===== src/rtl/reaction_timer.sv =====
// Two-digit BCD reaction timer: a prescaler tick advances the count while the LED is lit.
// Optional macro REACTION_SATURATE_EN holds the count at 99 instead of wrapping to 00.
module reaction_timer #(
    parameter int PRESCALE_BITS = 3
) (
    input  logic       Clock,
    input  logic       Reset,
    input  logic       rst,
    output logic       c9,
    input  logic       w,
    input  logic       Pushn,
    output logic       LEDn,
    output logic [1:7] Digit1,
    output logic [1:7] Digit0
);

    typedef enum logic {
        LED_OFF,
        LED_ON
    } led_e;

    led_e                     ledState_q, ledState_d;
    logic [PRESCALE_BITS-1:0] prescale_q, prescale_d;
    logic [3:0]               tens_q, tens_d;
    logic [3:0]               ones_q, ones_d;
    logic                     tick;

    // Active-low abcdefg; codes 10..15 cannot occur and blank the digit.
    function automatic logic [1:7] seg7(input logic [3:0] v);
        logic [1:7] s;
        case (v)
            4'd0:    s = 7'b0000001;
            4'd1:    s = 7'b1001111;
            4'd2:    s = 7'b0010010;
            4'd3:    s = 7'b0000110;
            4'd4:    s = 7'b1001100;
            4'd5:    s = 7'b0100100;
            4'd6:    s = 7'b0100000;
            4'd7:    s = 7'b0001111;
            4'd8:    s = 7'b0000000;
            4'd9:    s = 7'b0000100;
            default: s = 7'b1111111;
        endcase
        return s;
    endfunction

    always_ff @(posedge Clock or posedge Reset) begin
        if (Reset) begin
            prescale_q <= '0;
            ledState_q <= LED_OFF;
            tens_q     <= 4'd0;
            ones_q     <= 4'd0;
        end else begin
            prescale_q <= prescale_d;
            ledState_q <= ledState_d;
            tens_q     <= tens_d;
            ones_q     <= ones_d;
        end
    end

    always_comb begin
        prescale_d = '0;
        if (rst) begin
            prescale_d = prescale_q + PRESCALE_BITS'(1);
        end
    end

    assign c9 = &prescale_q;

    // Stop button dominates the start request.
    always_comb begin
        ledState_d = ledState_q;
        if (!Pushn) begin
            ledState_d = LED_OFF;
        end else if (w) begin
            ledState_d = LED_ON;
        end
    end

    assign tick = (ledState_q == LED_ON) && c9;

    always_comb begin
        tens_d = tens_q;
        ones_d = ones_q;
        if (tick) begin
            if (ones_q == 4'd9) begin
                if (tens_q == 4'd9) begin
`ifdef REACTION_SATURATE_EN
                    tens_d = tens_q;
                    ones_d = ones_q;
`else
                    tens_d = 4'd0;
                    ones_d = 4'd0;
`endif
                end else begin
                    ones_d = 4'd0;
                    tens_d = tens_q + 4'd1;
                end
            end else begin
                ones_d = ones_q + 4'd1;
            end
        end
    end

    assign LEDn   = (ledState_q != LED_ON);
    assign Digit1 = seg7(tens_q);
    assign Digit0 = seg7(ones_q);

endmodule


===== config.mk =====
export PLATFORM = sky130hd
export DESIGN_NAME = reaction_timer
export DESIGN_NICKNAME = d
export VERILOG_FILES = /design/src/rtl/reaction_timer.sv
export SDC_FILE = /design/constraint.sdc
export NUM_CORES = 1
export LEC_CHECK = 0
export CORE_ASPECT_RATIO = 0.8
export CORE_UTILIZATION = 23
export CTS_BUF_LIST = sky130_fd_sc_hd__clkbuf_4 sky130_fd_sc_hd__clkbuf_8
export DETAILED_ROUTE_END_ITERATION = 16
export PLACE_DENSITY_LB_ADDON = 0.3
export SLEW_MARGIN = 20
export SYNTH_ARGS = -nofsm -noshare
export SYNTH_HDL_FRONTEND = slang
export SYNTH_SLANG_ARGS = --single-unit

===== constraint.sdc =====
create_clock -name Clock -period 2 [get_ports Clock]
set_clock_uncertainty 0.05 [all_clocks]
set_input_delay 0.5 -clock Clock [delete_from_list [all_inputs] [get_ports Clock]]
set_output_delay 0.5 -clock Clock [all_outputs]
set_load 0.01 [all_outputs]

==> results.json <==
{
  "core_area_sq_mm": 0.00390,
  "synth_compound_area_frac": 0.169,
  "hold_path_end": "prescale_q[0]",
  "final.period_utilization": 1.01,
  "max-cap-violations": 0,
  "synth.area.mux_share": 0.0430,
  "route.vias.total": 952,
  "syn-num-nets": 133,
  "clock_latency_ps": 240,
  "power_density_mw_per_mm2": 407,
  "layout.nets": 184,
  "numPortBuffers": 20,
  "r2r-start": "ones_q[1]",
  "via_per_inst": 4.31,
  "hp-class": "reg2reg",
  "postRouteAntennaNets": 0,
  "yosys.area.top_type_share": 0.313,
  "dp_cells": 211,
  "crit_path_end_kind": "output pin",
  "cts_buffers": 3,
  "fin_setup_tns_ps": -79.8,
  "violations": "setup timing",
  "setup_violations": 4,
  "fp.dieW_um": 74.2,
  "seq_area_frac_synth": 0.313,
  "min_path_cells": 1,
  "outcome": "complete, but fails checks",
  "grt_overflow": 0,
  "r2r_slack_ps": 340,
  "synthXorXnorAreaFrac": 0.00913,
  "grt_max_degree": 13,
  "drt_iter0_markers": 28,
  "ys_warn_count": 0,
  "layout_min_cycle_time_ps": 2030,
  "wl_per_cell_um": 11.0,
  "drv_slew": 0,
  "r2r-end": "tens_q[2]",
  "syn_area_sq_um": 960,
  "antenna_found_initial": 0,
  "synth.distinct_cells": 30,
  "crit_arrival_ps": 1480,
  "path_class": "reg2out",
  "cts_tree": "done",
  "final_common_cell": "buf_4",
  "synth_adder_area_share": 0.156,
  "layout-drive-gt1-share": 0.476,
  "cts_root_buffer": "clkbuf_8",
  "fin_ws_ps": -26.8,
  "r2r_cells": 7,
  "antenna_cells": 0,
  "worst_pin_slew_ps": 475,
  "syn_inst": 116,
  "io_pins": 21,
  "ys_top_cells_by_area": "dfrtp_1 31%, ha_1 16%, o21ai_0 6.8%, a21oi_1 5.2%, nand2_1 5.1%",
  "hold_viol_final": 0,
  "areaGrowthSynthToFinish_pct": 62.1,
  "place_hpwl_um": 1720,
  "crit_required_ps": 1450,
  "worstHoldStart": "prescale_q[0]",
  "slew-limit-headroom": 0.683,
  "final_cell_mix": "28 x buf_4, 12 x buf_2, 11 x nand2_1, 11 x dfrtp_1",
  "clkTransAtPathRegs_ps": 60,
  "fillers": 384,
  "synth-seq-cells": 12,
  "dr.pass1.iters": 4,
  "grt_pass1_wl_um": 3990,
  "grt_setup_unrepaired": "yes",
  "h-tree-depth": 1,
  "fin_cells": 221,
  "routed_wl_um": 2430,
  "crit_path_start_kind": "flip-flop",
  "synth_top_family_by_area": "simple AND/OR/NAND/NOR gates",
  "clk_path_buf_depth": 2,
  "avgSynthCellArea_sq_um": 8.27,
  "hold_ws_ps": 386,
  "start_util": 0.246,
  "yosysTopAreaCell": "dfrtp_1",
  "synth-simple-area-share": 0.237,
  "rows": 20,
  "gp_congestion": 0.837,
  "grt_pass1_vias": 957,
  "clkSinkCount": 12,
  "max_freq_mhz": 493,
  "drc": 0,
  "cp_max_fo": 4,
  "fp.dieH_um": 59.8,
  "track_usage": 0.115,
  "die_area_sq_mm": 0.00444,
  "power.leakage_nw": 0.763,
  "irDropWorstVdd_v": 0.000296
}
sequential cells by signal, indices dropped and copies added (netlist names):
| register | count |
|---|---|
| ones_q | 4 |
| tens_q | 4 |
| prescale_q | 3 |
| ledState_q | 1 |
cell type report:
| cell class | count | area [sq um] | share of cell area |
|---|---|---|---|
| clock buffer | 4 | 55.1 | 0.0354 |
| multi-input combinational | 88 | 712 | 0.458 |
| tap | 55 | 68.8 | 0.0442 |
| inverter | 11 | 41.3 | 0.0265 |
| sequential | 12 | 302 | 0.194 |
| timing repair buffer | 51 | 377 | 0.242 |
how the worst max path moves through the flow:
stage,startpoint,endpoint,slack (ps),depth (start not counted)
final,ones_q[0],Digit0[2],-30,5
after global routing,tens_q[0],Digit1[4],-90,6
after CTS,tens_q[0],Digit1[1],-20,6
after detailed placement,ones_q[1],Digit0[4],-180,6
after global placement,ones_q[0],Digit0[4],-170,5
after floorplan,ones_q[1],Digit0[4],230,5
cells by family (layout without fill, tap and decap cells):
logic type | Yosys count | after routing
AO/OA/AOI/OAI | 29 | 29
XOR/XNOR | 1 | 1
adder cells (fa/ha/maj) | 12 | 12
buffers and inverters | 16 | 66
flip-flops | 12 | 12
multiplexers | 4 | 4
AND/OR/NAND/NOR | 42 | 42
power breakdown:
group / leakage (nW) / switching (mW) / internal (mW)
Combinational: 0.572 / 0.0485 / 0.0593
Sequential: 0.162 / 0.00659 / 0.252
Clock: 0.0288 / 0.0922 / 0.174
Total: 0.763 / 0.147 / 0.485
metrics by stage:
stage / area, sq um / util / worst slack (ps) / power [mW]
after CTS: 1500 / 0.383 / -22.0 / 0.631
after floorplan: 960 / - / 226 / 0.302
after detailed placement: 1390 / 0.356 / -175 / 0.356
final: 1560 / 0.398 / -26.8 / 0.632
after global placement: 1390 / 0.356 / -167 / 0.355
after global routing: 1560 / 0.398 / -88.9 / 0.665
cell usage after synthesis:
| cell type | number |
|---|---|
| mux2i_1 | 3 |
| nor2_1 | 8 |
| nand3b_1 | 1 |
| nand3_1 | 3 |
| o31ai_1 | 2 |
| nand4_1 | 1 |
| buf_4 | 1 |
| a21oi_1 | 10 |
| buf_2 | 3 |
| dfrtp_1 | 12 |
| and2_1 | 2 |
| nor3_2 | 2 |
| nor3_1 | 1 |
| nand2_2 | 1 |
| nor2b_1 | 1 |
| xor2_1 | 1 |
| o21a_1 | 1 |
| ha_1 | 12 |
| a22o_1 | 1 |
| mux2_1 | 1 |
| inv_1 | 11 |
| nand2b_1 | 5 |
| clkbuf_2 | 1 |
| nor2_2 | 1 |
| o21ai_0 | 13 |
| nand3b_4 | 1 |
| o211ai_1 | 1 |
| nand2_1 | 13 |
| or2_2 | 2 |
| o311ai_1 | 1 |
worst max-delay path, stage by stage (launching register included):
cell and delay (ps):
dfrtp_2 420, inv_2 60, ha_1 320, nand2_2 100, nand2_1 60, dlygate4sd2_1 280
per-layer routing:
layer  part of all wire  track usage
met3              0.027       0.0320
met1               0.48        0.152
met2               0.49        0.191
met4             0.0062       0.0216
met5                  0            0
timing repair:
item / CTS / global route
gates resized for setup: 73 / 18
hold buffers: 0 / 0
buffers inserted: 4 / 2
pin swaps: 3 / 4
setup endpoints to repair: 15 / 13
No activity file was read; power rests on OpenSTA's default activity.
